### src/rtl/multdiv_unit.sv
// Iterative signed multiply/divide, one bit per cycle: strobe in the cycle after start edge + WIDTH+1.
// A start during any state restarts the op. MULTDIV_EARLY_OUT_EN finishes trivial operands after one edge.
module multdiv_unit #(
   parameter int WIDTH = 32,
   parameter int CNT_W = $clog2(WIDTH + 1)
) (
   input  logic             clock,
   input  logic             reset,
   input  logic             ctrl_MULT,
   input  logic             ctrl_DIV,
   input  logic [WIDTH-1:0] data_operandA,
   input  logic [WIDTH-1:0] data_operandB,
   output logic [WIDTH-1:0] data_result,
   output logic             data_exception,
   output logic             data_resultRDY,
   output logic             busy
);

   typedef enum logic [1:0] {IDLE, RUN, DONE} state_t;

   state_t r_state, w_nxt;

   logic               r_op_mul, r_sa, r_sb;
   logic [WIDTH-1:0]   r_ma, r_mb, r_quot;
   logic [2*WIDTH-1:0] r_prod;
   logic [WIDTH:0]     r_rem;
   logic [CNT_W-1:0]   r_cnt;

   logic               w_start, w_last, w_early, w_finish, w_neg, w_ge, w_mul_exc, w_exc;
   logic [WIDTH-1:0]   w_mag_a, w_mag_b, w_quot_s, w_res;
   logic [WIDTH:0]     w_sum, w_shift;
   logic [2*WIDTH-1:0] w_prod_s;

   assign w_start = ctrl_MULT | ctrl_DIV;
   assign w_mag_a = data_operandA[WIDTH-1] ? -data_operandA : data_operandA;
   assign w_mag_b = data_operandB[WIDTH-1] ? -data_operandB : data_operandB;
   assign w_last  = (r_cnt == CNT_W'(WIDTH));

`ifdef MULTDIV_EARLY_OUT_EN
   assign w_early = (r_mb == '0) || (r_op_mul && (r_ma == '0));
`else
   assign w_early = 1'b0;
`endif

   assign w_finish = (r_state == RUN) && !w_start && (w_last || w_early);

   // Shift-add step: the upper half plus carry is re-aligned on every right shift.
   assign w_sum   = {1'b0, r_prod[2*WIDTH-1:WIDTH]} + (r_prod[0] ? {1'b0, r_ma} : '0);
   // Restoring-division step: bring the next dividend bit into the remainder.
   assign w_shift = {r_rem[WIDTH-1:0], r_quot[WIDTH-1]};
   assign w_ge    = (w_shift >= {1'b0, r_mb});

   assign w_neg     = r_sa ^ r_sb;
   assign w_prod_s  = w_neg ? -r_prod : r_prod;
   assign w_quot_s  = w_neg ? -r_quot : r_quot;
   assign w_mul_exc = !((&w_prod_s[2*WIDTH-1:WIDTH-1]) || !(|w_prod_s[2*WIDTH-1:WIDTH-1]));

   always_comb begin
      w_res = w_prod_s[WIDTH-1:0];
      w_exc = w_mul_exc;
      if (!r_op_mul) begin
         if (r_mb == '0) begin
            w_res = '0;
            w_exc = 1'b1;
         end else begin
            // Only MIN_INT / -1 yields a positive quotient with the top bit set.
            w_res = w_quot_s;
            w_exc = !w_neg && r_quot[WIDTH-1];
         end
      end
      if (w_early) begin
         w_res = '0;
         w_exc = !r_op_mul;
      end
   end

   always_ff @(posedge clock or negedge reset) begin
      if (!reset) r_state <= IDLE;
      else        r_state <= w_nxt;
   end

   always_comb begin
      w_nxt = r_state;
      case (r_state)
         IDLE:    if (w_start) w_nxt = RUN;
         RUN:     if (w_start) w_nxt = RUN;
                  else if (w_last || w_early) w_nxt = DONE;
         DONE:    w_nxt = w_start ? RUN : IDLE;
         default: w_nxt = IDLE;
      endcase
   end

   assign busy           = (r_state == RUN);
   assign data_resultRDY = (r_state == DONE);

   always_ff @(posedge clock or negedge reset) begin
      if (!reset) begin
         r_op_mul       <= 1'b0;
         r_sa           <= 1'b0;
         r_sb           <= 1'b0;
         r_ma           <= '0;
         r_mb           <= '0;
         r_quot         <= '0;
         r_prod         <= '0;
         r_rem          <= '0;
         r_cnt          <= '0;
         data_result    <= '0;
         data_exception <= 1'b0;
      end else if (w_start) begin
         r_op_mul <= ctrl_MULT;
         r_sa     <= data_operandA[WIDTH-1];
         r_sb     <= data_operandB[WIDTH-1];
         r_ma     <= w_mag_a;
         r_mb     <= w_mag_b;
         r_prod   <= {{WIDTH{1'b0}}, w_mag_b};
         r_quot   <= w_mag_a;
         r_rem    <= '0;
         r_cnt    <= '0;
      end else if (w_finish) begin
         data_result    <= w_res;
         data_exception <= w_exc;
      end else if (r_state == RUN) begin
         r_cnt <= r_cnt + CNT_W'(1);
         if (r_op_mul) begin
            r_prod <= {w_sum, r_prod[WIDTH-1:1]};
         end else begin
            r_rem  <= w_ge ? (w_shift - {1'b0, r_mb}) : w_shift;
            r_quot <= {r_quot[WIDTH-2:0], w_ge};
         end
      end
   end

endmodule
### config.mk
export PLATFORM = sky130hd
export DESIGN_NAME = multdiv_unit
export DESIGN_NICKNAME = d
export VERILOG_FILES = /design/src/rtl/multdiv_unit.sv
export SDC_FILE = /design/constraint.sdc
export NUM_CORES = 1
export LEC_CHECK = 0
export BUFFER_PORTS_ARGS = -buffer_cell sky130_fd_sc_hd__buf_2
export CAP_MARGIN = 20
export CORE_ASPECT_RATIO = 0.75
export CORE_MARGIN = 10
export CORE_UTILIZATION = 45
export CTS_CLUSTER_DIAMETER = 40
export DETAILED_ROUTE_END_ITERATION = 8
export SKIP_CTS_REPAIR_TIMING = 1
export SYNTH_ARGS = -nofsm -noshare
export SYNTH_HDL_FRONTEND = slang
export SYNTH_SLANG_ARGS = --single-unit
### constraint.sdc
create_clock -name clock -period 4.6 [get_ports clock]
set_input_delay 0.23 -clock clock [delete_from_list [all_inputs] [get_ports clock]]
set_output_delay 0.23 -clock clock [all_outputs]
set_load 0.02 [all_outputs]
==> impl_metrics.prom <==
# TYPE chip_impl_metric gauge
chip_impl_metric{name="track_usage",unit="%"} 24.7
chip_impl_metric{name="synth_enable_flop_cells",unit=""} 0
chip_impl_metric{name="ys_async_sr_fraction",unit="%"} 100
chip_impl_info{name="post-synth-top-area-cell",value="sky130_fd_sc_hd__dfrtp_1"} 1
chip_impl_metric{name="total_of_endpoints_with_negative_setup_slack_in_the_final_report",unit=""} 0
chip_impl_metric{name="first_pass_grt_wire_length",unit="µm"} 92300
chip_impl_metric{name="clock_sinks",unit=""} 236
chip_impl_info{name="cp_cell_sequence",value="inv_1 -> ha_1 -> or4b_1 -> nand3b_1 -> nor3_1 -> a31oi_1 -> xnor2_1 -> or3_1 -> a2111oi_0 -> nand3_1 -> o21ai_0 -> o21ai_0"} 1
chip_impl_metric{name="fmax",unit="MHz"} 258
chip_impl_metric{name="worst-slew-pin-transition",unit="ps"} 1010
chip_impl_metric{name="clockPowerShare",unit="%"} 43.7
chip_impl_metric{name="combinationalPowerShare",unit="%"} 21.6
chip_impl_metric{name="max_stage_delay",unit="ps"} 620
chip_impl_metric{name="cp.buffers_inverters",unit=""} 1
chip_impl_metric{name="ctsLongestPathBuffers",unit=""} 3
chip_impl_metric{name="report.final.hold_viol_count",unit=""} 1
chip_impl_metric{name="seq_area_frac_synth",unit="%"} 34.1
chip_impl_metric{name="synth_top_cell_area_share",unit="%"} 34.1
chip_impl_metric{name="dieHeight",unit="µm"} 190
chip_impl_metric{name="mappedNetlistNets",unit=""} 2305
chip_impl_metric{name="layout.nets",unit=""} 2355
chip_impl_metric{name="final-seq-area",unit="µm²"} 5910
chip_impl_metric{name="post_synth_num_cell_types",unit=""} 80
chip_impl_info{name="critPathCaptureType",value="flop"} 1
chip_impl_metric{name="clkTransAtPathRegs",unit="ps"} 60
chip_impl_metric{name="floorplan_die_width",unit="µm"} 247
chip_impl_metric{name="hold_slack",unit="ps"} -11.3
chip_impl_metric{name="grt_pass1_vias",unit=""} 15800
chip_impl_info{name="mostFrequentLayoutCell",value="sky130_fd_sc_hd__nand2_1"} 1
chip_impl_metric{name="crit_arrival",unit="ps"} 4280
chip_impl_metric{name="placementRows",unit=""} 62
chip_impl_info{name="layout_common_cells",value="sky130_fd_sc_hd__nand2_1, sky130_fd_sc_hd__dfrtp_1, sky130_fd_sc_hd__nor2_1, sky130_fd_sc_hd__a21oi_1, sky130_fd_sc_hd__o21ai_0"} 1
chip_impl_metric{name="final_period_utilization",unit="%"} 84.4
chip_impl_info{name="critPathKind",value="reg -> reg"} 1
chip_impl_metric{name="drt_iter0_drc",unit=""} 1851
chip_impl_metric{name="regToRegSetupSlack",unit="ps"} 720
chip_impl_metric{name="ctsHtreeMaxLevel",unit=""} 2
chip_impl_metric{name="p_sw",unit="mW"} 2.34
chip_impl_metric{name="power-per-cell-area",unit="nW/µm²"} 365
chip_impl_metric{name="relSlewSlack",unit="%"} 32.8
chip_impl_info{name="synth.top_cells.by_area",value="sky130_fd_sc_hd__dfrtp_1, sky130_fd_sc_hd__a21oi_1, sky130_fd_sc_hd__xor2_1"} 1
chip_impl_metric{name="multiInputGateArea",unit="µm²"} 10700
chip_impl_metric{name="synth.yosys.warnings",unit=""} 0
chip_impl_metric{name="gp_congestion",unit=""} 0.943
chip_impl_metric{name="io_pins",unit=""} 103
chip_impl_metric{name="route.vias.total",unit=""} 16800
chip_impl_info{name="setup_repair_after_global_routing_missed_its_margin",value="false"} 1
chip_impl_info{name="synth-main-ff-cell",value="sky130_fd_sc_hd__dfrtp_1"} 1
chip_impl_metric{name="overflow",unit=""} 0
chip_impl_metric{name="worstPathRequired",unit="ps"} 5000
chip_impl_metric{name="sum_neg_setup_slack",unit="ps"} 0
chip_impl_metric{name="dp_hpwl",unit="µm"} 44000
chip_impl_metric{name="relative_contribution_of_sequential_cells_to_total_power",unit="%"} 34.8
chip_impl_info{name="violated_checks",value="hold timing"} 1
chip_impl_info{name="outcome",value="finished with violations"} 1
chip_impl_metric{name="cts_buffers",unit=""} 40
chip_impl_metric{name="fp.dieArea",unit="µm²"} 46800
chip_impl_metric{name="power.static_leakage",unit="nW"} 8.65
chip_impl_metric{name="layout-drive-gt1-share",unit="%"} 10.6
chip_impl_info{name="worst_path_max_delay_cell",value="sky130_fd_sc_hd__or4b_1"} 1
chip_impl_info{name="cts_root_buffer",value="sky130_fd_sc_hd__clkbuf_16"} 1
chip_impl_info{name="most_prevalent_standard_cell_on_the_critical_path",value="sky130_fd_sc_hd__o21ai_0"} 1
chip_impl_metric{name="total_detailed_routing_wirelength",unit="µm"} 59600
chip_impl_metric{name="area.growth.synth_to_final",unit="%"} 14.0
chip_impl_metric{name="avgRoutedWirePerCell",unit="µm"} 21.6
chip_impl_metric{name="clock_tree_skew_after_final_layout",unit="ps"} 24.3
chip_impl_metric{name="synth.ff_latch_count",unit=""} 236
chip_impl_metric{name="first_pass_iters",unit=""} 5
chip_impl_metric{name="place_area",unit="µm²"} 18300
chip_impl_metric{name="postSynthCellCount",unit=""} 2165
chip_impl_metric{name="synth_area",unit="µm²"} 17300
chip_impl_metric{name="synth_area_per_cell",unit="µm²"} 8.00
chip_impl_metric{name="timing.final.max_slew_violations",unit=""} 0
chip_impl_metric{name="filler_cell_count",unit=""} 3689
chip_impl_metric{name="clk-insertion-delay-late",unit="ps"} 540
chip_impl_metric{name="maxCapViolCount",unit=""} 0
chip_impl_metric{name="netSwitchingFraction",unit="%"} 32.6
chip_impl_metric{name="floorplan.initialDensity",unit="%"} 45.4
chip_impl_info{name="critPathLaunchType",value="flop"} 1
chip_impl_metric{name="core_region_area",unit="µm²"} 38200
chip_impl_metric{name="antenna_found_initial",unit=""} 1
chip_impl_metric{name="critPathMaxFanout",unit=""} 6
chip_impl_info{name="cpLargestDelayFamily",value="simple AND/OR/NAND/NOR gates"} 1
chip_impl_info{name="tritoncts",value="yes"} 1
chip_impl_metric{name="internal_power",unit="mW"} 4.85
chip_impl_metric{name="portBuffers",unit=""} 102
chip_impl_metric{name="antenna-diode-count",unit=""} 0
chip_impl_metric{name="ir_worst_vdd",unit="mV"} 0.300
chip_impl_metric{name="route.detailed.drc",unit=""} 0
chip_impl_metric{name="antenna_left",unit=""} 0
chip_impl_metric{name="finalWorstPathRequiredPeriod",unit="ps"} 3880
chip_impl_metric{name="drt-vias-per-instance",unit=""} 6.11
chip_impl_metric{name="design_area",unit="µm²"} 19700
chip_impl_info{name="holdCritPathClass",value="in -> reg"} 1
chip_impl_metric{name="grt_start_max_net_pins",unit=""} 173
layer usage:
layer / GRT usage, % / vias up / wire length, µm
met5: 0 / - / 0
met4: 4.66 / 0 / 890
met3: 5.59 / 64 / 5140
met2: 34.2 / 669 / 24000
met1: 38.3 / 8185 / 29600
li1: - / 7911 / -
final timing paths:
path	from	to	cells past startpoint
setup reg to reg	r_prod[1]	data_exception	12
hold / removal	ctrl_MULT	r_op_mul	2
max in group asynchronous	reset	r_op_mul	3
min in group asynchronous	reset	r_prod[58]	2
hold reg to reg	r_ma[30]	r_ma[30]	2
setup / recovery	r_prod[1]	data_exception	12
final cells by class:
type,count,share of cell area [%]
flip-flops and latches,236,29.9
clock buffers,52,5.81
clock inverters,18,1.26
repair buffers,133,4.02
well taps,512,3.24
inverters,71,1.35
multi-input cells,1733,54.4
state kept, by name (all words and copies together) (netlist names):
name / count
r_op_mul: 1
r_rem: 32
r_sb: 1
data_result: 32
r_cnt: 6
r_ma: 32
r_state: 2
r_quot: 32
r_mb: 32
r_sa: 1
r_prod: 64
data_exception: 1
logic make-up after synthesis:
family / synth area share (%)
AO/OA/AOI/OAI: 23.2
multiplexers: 0.643
adder cells (fa/ha/maj): 5.29
AND/OR/NAND/NOR: 23.4
XOR/XNOR: 9.10
flip-flops: 34.1
buffers and inverters: 4.30
through the flow:
stage	total power, mW	setup WS (ps)	instances	util, %	hold slack (ps)
2_1_floorplan	3.50	1280	2165	-	-65.6
3_3_place_gp	4.04	959	2684	48.0	320
3_5_place_dp	4.05	853	2684	48.0	323
4_1_cts	7.21	852	2754	51.7	-227
5_1_grt	7.52	355	2755	51.7	3.91
6_report	7.20	719	2755	51.7	-11.3
Yosys cell counts (8+ instances only):
library cell,number
sky130_fd_sc_hd__and2_1,39
sky130_fd_sc_hd__o21ai_0,149
sky130_fd_sc_hd__and3_1,49
sky130_fd_sc_hd__buf_1,10
sky130_fd_sc_hd__a21o_1,22
sky130_fd_sc_hd__or3_1,25
sky130_fd_sc_hd__or2_2,8
sky130_fd_sc_hd__ha_1,70
sky130_fd_sc_hd__dfrtp_1,236
sky130_fd_sc_hd__a221oi_1,24
sky130_fd_sc_hd__o31ai_1,32
sky130_fd_sc_hd__nand3_1,47
sky130_fd_sc_hd__nand2b_1,11
sky130_fd_sc_hd__o21a_1,45
sky130_fd_sc_hd__o211ai_1,11
sky130_fd_sc_hd__clkbuf_1,110
sky130_fd_sc_hd__nor2_1,223
sky130_fd_sc_hd__mux2i_1,10
sky130_fd_sc_hd__inv_1,70
sky130_fd_sc_hd__nand2_1,246
sky130_fd_sc_hd__xor2_1,110
sky130_fd_sc_hd__nor3_1,50
sky130_fd_sc_hd__a31oi_1,19
sky130_fd_sc_hd__a211oi_1,16
sky130_fd_sc_hd__a21oi_1,220
sky130_fd_sc_hd__xnor2_1,70
sky130_fd_sc_hd__nor2b_1,14
sky130_fd_sc_hd__o41ai_1,12
sky130_fd_sc_hd__or4_1,18
sky130_fd_sc_hd__nand4_1,20
sky130_fd_sc_hd__nor4_1,40
sky130_fd_sc_hd__a32oi_1,12
worst reg2reg max path, stage by stage (launching register included):
cell and delay [ps]:
sky130_fd_sc_hd__dfrtp_1 440, sky130_fd_sc_hd__inv_1 80, sky130_fd_sc_hd__ha_1 170, sky130_fd_sc_hd__or4b_1 620
sky130_fd_sc_hd__nand3b_1 340, sky130_fd_sc_hd__nor3_1 600, sky130_fd_sc_hd__a31oi_1 190, sky130_fd_sc_hd__xnor2_1 160
sky130_fd_sc_hd__or3_1 340, sky130_fd_sc_hd__a2111oi_0 470, sky130_fd_sc_hd__nand3_1 110, sky130_fd_sc_hd__o21ai_0 100
sky130_fd_sc_hd__o21ai_0 110
power groups by stage:
stage	Sequential (mW)	Clock, mW	Combinational [mW]
floorplan	2.41	0	1.09
global placement	2.52	0	1.52
detailed placement	2.53	0	1.52
CTS	2.49	3.19	1.53
global route	2.52	3.28	1.71
finish	2.50	3.14	1.55
(Power assumes the default switching activity.)
